$ cat src/rtl/dw_pipe_shifter.sv
// dw_pipe_shifter: pipelined shift/rotate unit (LSL/LSR/ASR/ROL/ROR, signed control) with valid/ready handshake.
module dw_pipe_shifter #(
    parameter int A_width  = 49,
    parameter int SH_width = 6,
    parameter int STAGES   = 2
) (
    input  logic                clk,
    input  logic                rst,
    input  logic                in_valid,
    output logic                in_ready,
    input  logic [A_width-1:0]  A,
    input  logic [SH_width-1:0] SH,
    input  logic                SH_TC,
    input  logic [2:0]          MODE,
    output logic                out_valid,
    input  logic                out_ready,
    output logic [A_width-1:0]  B
);
    localparam logic [2:0] LSL = 3'd0, LSR = 3'd1, ASR = 3'd2, ROL = 3'd3, ROR = 3'd4;
    localparam int BASE = SH_width / STAGES;
    localparam int REM  = SH_width % STAGES;

    // earlier registers absorb the remainder of the log2 steps
    function automatic int stage_of(input int i);
        return i < REM * (BASE + 1) ? i / (BASE + 1) : REM + (i - REM * (BASE + 1)) / BASE;
    endfunction

    function automatic logic [A_width-1:0] step(input logic [A_width-1:0] d, input logic [2:0] m, input int s);
        logic [A_width-1:0] asr, rol, ror;
        int r;
        r = s % A_width;
        asr = $signed(d) >>> s;
        rol = (d << r) | (d >> (A_width - r));
        ror = (d >> r) | (d << (A_width - r));
        return m == LSL ? d << s : m == LSR ? d >> s : m == ASR ? asr : m == ROL ? rol : m == ROR ? ror : d;
    endfunction

    function automatic logic [A_width-1:0] run(input logic [A_width-1:0] d, input logic [SH_width-1:0] a,
                                               input logic [2:0] m, input int k);
        logic [A_width-1:0] r;
        r = d;
        for (int i = 0; i < SH_width; i++)
            if (stage_of(i) == k && a[i]) r = step(r, m, 1 << i);
        return r;
    endfunction

    logic                neg;
    logic [SH_width-1:0] amt, amt0;
    logic [2:0]          mode0;
    logic                adv;
    logic [STAGES-1:0]   v_q;
    logic [A_width-1:0]  d_in [STAGES];
    logic [A_width-1:0]  d_q  [STAGES];
    logic [SH_width-1:0] a_in [STAGES];
    logic [SH_width-1:0] a_q  [STAGES];
    logic [2:0]          m_in [STAGES];
    logic [2:0]          m_q  [STAGES];

    // negative control flips direction; rotate amounts reduced here so later steps never exceed A_width
    always_comb begin
        neg   = SH_TC && SH[SH_width-1];
        amt   = neg ? -SH : SH;
        mode0 = !neg ? MODE : MODE == LSL ? LSR : (MODE == LSR || MODE == ASR) ? LSL :
                MODE == ROL ? ROR : MODE == ROR ? ROL : MODE;
        amt0  = (mode0 == ROL || mode0 == ROR) ? SH_width'(32'(amt) % A_width) : amt;
    end

    assign d_in[0] = A;
    assign a_in[0] = amt0;
    assign m_in[0] = mode0;

    for (genvar k = 1; k < STAGES; k++) begin : g_link
        assign d_in[k] = d_q[k-1];
        assign a_in[k] = a_q[k-1];
        assign m_in[k] = m_q[k-1];
    end

    assign adv       = !v_q[STAGES-1] || out_ready;
    assign in_ready  = adv;
    assign out_valid = v_q[STAGES-1];
    assign B         = d_q[STAGES-1];

    always_ff @(posedge clk or posedge rst) begin
        if (rst) begin
            v_q <= '0;
            for (int k = 0; k < STAGES; k++) begin
                d_q[k] <= '0;
                a_q[k] <= '0;
                m_q[k] <= '0;
            end
        end else if (adv) begin
            v_q <= STAGES'({v_q, in_valid});
            for (int k = 0; k < STAGES; k++) begin
                d_q[k] <= run(d_in[k], a_in[k], m_in[k], k);
                a_q[k] <= a_in[k];
                m_q[k] <= m_in[k];
            end
        end
    end
endmodule

$ cat config.mk
export PLATFORM = sky130hd
export DESIGN_NAME = dw_pipe_shifter
export DESIGN_NICKNAME = d
export VERILOG_FILES = /design/src/rtl/dw_pipe_shifter.sv
export SDC_FILE = /design/constraint.sdc
export NUM_CORES = 1
export LEC_CHECK = 0
export ABC_AREA = 0
export BUFFER_PORTS_ARGS = -buffer_cell sky130_fd_sc_hd__buf_4
export CORE_MARGIN = 3
export CORE_UTILIZATION = 45
export DETAILED_ROUTE_END_ITERATION = 6
export MAX_ROUTING_LAYER = met4
export PLACE_DENSITY_LB_ADDON = 0.1
export SLEW_MARGIN = 30
export SYNTH_ARGS = -nofsm -noshare
export SYNTH_HDL_FRONTEND = slang
export SYNTH_SLANG_ARGS = --single-unit
$ cat constraint.sdc
create_clock -name clk -period 4.7 [get_ports clk]
set_clock_uncertainty 0.1 [all_clocks]
set_input_delay 0.94 -clock clk [delete_from_list [all_inputs] [get_ports clk]]
set_output_delay 0.94 -clock clk [all_outputs]
set_load 0.01 [all_outputs]
==> results.tsv <==
stage	metric	value	unit
global_routing	gr ovfl total	0	
drt	Via-to-Cell Ratio	7.57	
global_routing	GRT Total Usage	45.2	%
worst_setup_path	largest fanout on the critical path	19	
floorplan	chip height	186	um
drt	WL final	78300	um
sta	fmax	227	MHz
floorplan	Starting Density	46.0	%
global_routing	first-pass GRT wire length	115000	um
power	Sw Pwr	4.26	mW
power	Reg power frac	22.9	%
global_routing	pin count of the biggest net entering global routing	78	
logic_synthesis	gate count of the mapped netlist	2008	
worst_setup_path	reg2reg end	B[29]	
worst_setup_path	FF-to-FF setup slack	300	ps
hold_path	hold_sp	v_q[0]	
logic_synthesis	sequential fraction of the synthesis area	18.1	%
finish	Finished Core Util	52.9	%
floorplan	num rows	65	
sta	final slew viol count	0	
placed_design	GP Congestion	1.08	
finish	Area Growth Syn to Fin	15.1	%
sta	setup tns final	0	ps
power	sw frac	54.4	%
logic_synthesis	Post-synth EDFFs	0	
global_routing	vias in the first global route	17600	
logic_synthesis	mapped cell area	14600	um2
worst_setup_path	r2r startpoint	m_in[1]	
worst_setup_path	Worst Setup End Kind	register	
worst_setup_path	CP Launch Type	register	
cts	clock sink total	106	
cts	CTS root buf	clkbuf_16	
cts	cts bufs inserted	9	
cts	CTS tree	built	
worst_setup_path	r2r worst-path depth	11	
floorplan	total die area	34700	um2
drt	DRC	0	
global_routing	initial antenna violation count	2	
floorplan	area of the core	31800	um2
floorplan	die width	186	um
power	maximum vdd drop	233	uV
drt	via count	19200	
sta	RSZ-0062 raised after global routing	no	
drt	First-pass DRT Iterations	7	
power	combinational share of power	66.9	%
cts	CTS resizes	0	
run_status	status	completed	
logic_synthesis	Synth Flop Type	dfrtp_1	
cts	clk slew on worst S/H paths	70	ps
cts	clock latency on the worst-skew pair	380	ps
drt	number of routed nets with antenna violations	0	
logic_synthesis	Netlist cell types	121	
drt	routed len/inst	30.8	um
hold_path	Worst Hold Class	register to register	
power	Pwr per Cell Area	465	nW/um2
sta	Final Hold Fails	0	
worst_setup_path	Critical Path RT	4920	ps
placed_design	# port buffers	113	
sta	Final setup viols	0	
run	Max-Cap Viols	0	
logic_synthesis	Async S/R FF share, synth	100	%
power	Leak	6.38	nW
cts	H-tree depth	3	
logic_synthesis	Mean Syn Cell Area	7.28	um2
floorplan	io pins	114	
sta	Rel. slew slack	33.3	%
placed_design	DP HPWL	57400	um
logic_synthesis	YS warnings	0	
sta	crit share post-route	93.7	%
cts	CTS Buffer Depth	2	
hold_path	Worst Hold Depth	2	
cts	CTS Hold Bufs	0	
logic_synthesis	flops & latches, synth	106	
finish	share of layout cells above drive strength 1	20.2	%
finish	Final #Nets	2165	
worst_setup_path	CP Data Arrival Time	4620	ps
logic_synthesis	syn nets	2073	
drt	Starting DRT DRC Count	3203	
cts	total setup buffers inserted after CTS	0	
worst_setup_path	Setup CP Type	register to register	
power	power share of the clock group	10.1	%
sta	Worst Tran Pin Value	994	ps
power	Int Pwr	3.57	mW
hold_path	Min-Delay Endpoint	v_q[0]	
sta	minimum clock period	4400	ps
[placed cells by master, fill, tap and decap left out, types with 9 or more instances in the layout]
cell	instances
nand2_1	152
a31oi_1	21
o21ai_1	32
o21ai_0	164
a221oi_1	37
maj3_1	9
a211oi_1	34
nor2_1	198
mux2_2	10
or2_2	16
nor2b_1	11
mux2i_1	49
o221ai_1	62
o22ai_2	15
o211ai_1	61
nor3_1	52
buf_4	282
nand3_1	28
and2_1	20
nand2b_1	36
o22ai_1	115
o31ai_1	9
inv_1	19
a22oi_1	47
a21oi_1	141
nand3b_1	10
o22a_1	39
a2bb2oi_1	13
or3_1	20
a211o_1	14
a21o_1	16
dfrtp_1	101
a221o_1	15
clkbuf_16	9
[sequential cells by signal, summed over array words and instances, names as in the netlist]
| name | count |
|---|---|
| m_in | 3 |
| d_in | 49 |
| B | 49 |
| v_q | 2 |
| a_in | 3 |
[cells by family (layout without fill, tap and decap cells)]
logic type	Yosys count	after routing	share of synthesized area, %
fa+ha+maj	11	11	0.787
xor+xnor	9	9	0.719
other cells	0	2	0
simple gates	601	601	20.1
flops	106	106	18.1
buf+inv	236	333	7.24
mux	63	63	4.58
compound gates	982	982	48.5
[critical path, cell delays in order (launching register included)]
cell	delay (ps)
dfrtp_2	710
xor2_4	720
buf_4	370
mux2i_1	130
a22o_1	210
o2bb2ai_1	260
a221o_1	350
a21oi_1	370
nor2_1	80
a2111oi_0	690
buf_4	230
a211o_1	90
[synthesized netlist by cell type (16+ instances only)]
| master | n | area share, % |
|---|---|---|
| nor2_1 | 198 | 5.1 |
| o21ai_0 | 165 | 5.6 |
| nand2_1 | 152 | 3.9 |
| a21oi_1 | 142 | 4.9 |
| o22ai_1 | 116 | 5.0 |
| clkbuf_1 | 114 | 2.9 |
| dfrtp_1 | 106 | 18 |
| o221ai_1 | 62 | 3.7 |
| o211ai_1 | 61 | 3.1 |
| nor3_1 | 53 | 1.8 |
| buf_2 | 50 | 1.7 |
| mux2i_1 | 49 | 3.4 |
| a22oi_1 | 47 | 2.4 |
| o22a_1 | 39 | 2.3 |
| a221oi_1 | 38 | 2.3 |
| nand2b_1 | 36 | 1.5 |
| a211oi_1 | 34 | 1.7 |
| o21ai_1 | 31 | 1.1 |
| nand3_1 | 28 | 0.96 |
| a31oi_1 | 21 | 0.90 |
| buf_1 | 21 | 0.54 |
| inv_1 | 21 | 0.54 |
| and2_1 | 20 | 0.86 |
| or3_1 | 20 | 0.86 |
| buf_4 | 17 | 0.87 |
| a21o_1 | 16 | 0.82 |
| or2_2 | 16 | 0.68 |
[through the flow]
stage / power (mW) / cell area (um2) / cells / hold slack [ps] / setup slack, ps
after floorplan: 4.47 / 14600 / 2008 / 330 / 42.3
after global placement: 6.75 / 16500 / 2522 / 343 / 128
after detailed placement: 6.77 / 16500 / 2523 / 347 / 88.7
after CTS: 7.58 / 16800 / 2539 / 364 / 426
after global routing: 8.14 / 16800 / 2542 / 393 / 214
final: 7.83 / 16800 / 2542 / 363 / 298
[worst max path at each step]
stage	from	endpoint	slack, ps	cells past startpoint
after floorplan	SH[0]	d_in[46]	40	14
after global placement	SH[0]	d_in[8]	130	14
after detailed placement	SH[0]	d_in[21]	90	17
after CTS	m_in[1]	B[29]	430	11
after global routing	SH[0]	d_in[4]	210	15
final	m_in[1]	B[29]	300	11
[routing by layer]
| layer | vias up | track usage (%) | share of wire [%] |
|---|---|---|---|
| met4 | 0 | 30.8 | 8.7 |
| met5 | - | - | 0 |
| met2 | 1641 | 68.1 | 44 |
| met1 | 9081 | 53.6 | 36 |
| met3 | 422 | 10.4 | 12 |
| li1 | 8102 | - | - |
[cell type report]
class	instances	area, um2
Clock inverter	5	46.3
Inverter	27	105
Clock buffer	11	253
Antenna cell	2	5.00
Multi-Input combinational cell	1666	11000
Timing Repair Buffer	290	2250
Sequential cell	106	2660
Fill cell	3137	15000
Tap cell	435	544
[power groups by stage]
| stage | registers (mW) | clock network, mW | logic [mW] |
|---|---|---|---|
| 6_report | 1.80 | 0.793 | 5.24 |
| 5_1_grt | 1.81 | 0.835 | 5.49 |
| 4_1_cts | 1.75 | 0.803 | 5.02 |
| 3_5_place_dp | 1.77 | 0 | 5.00 |
| 3_3_place_gp | 1.76 | 0 | 4.98 |
| 2_1_floorplan | 1.56 | 0 | 2.91 |
Power figures use the tool's default switching activity.
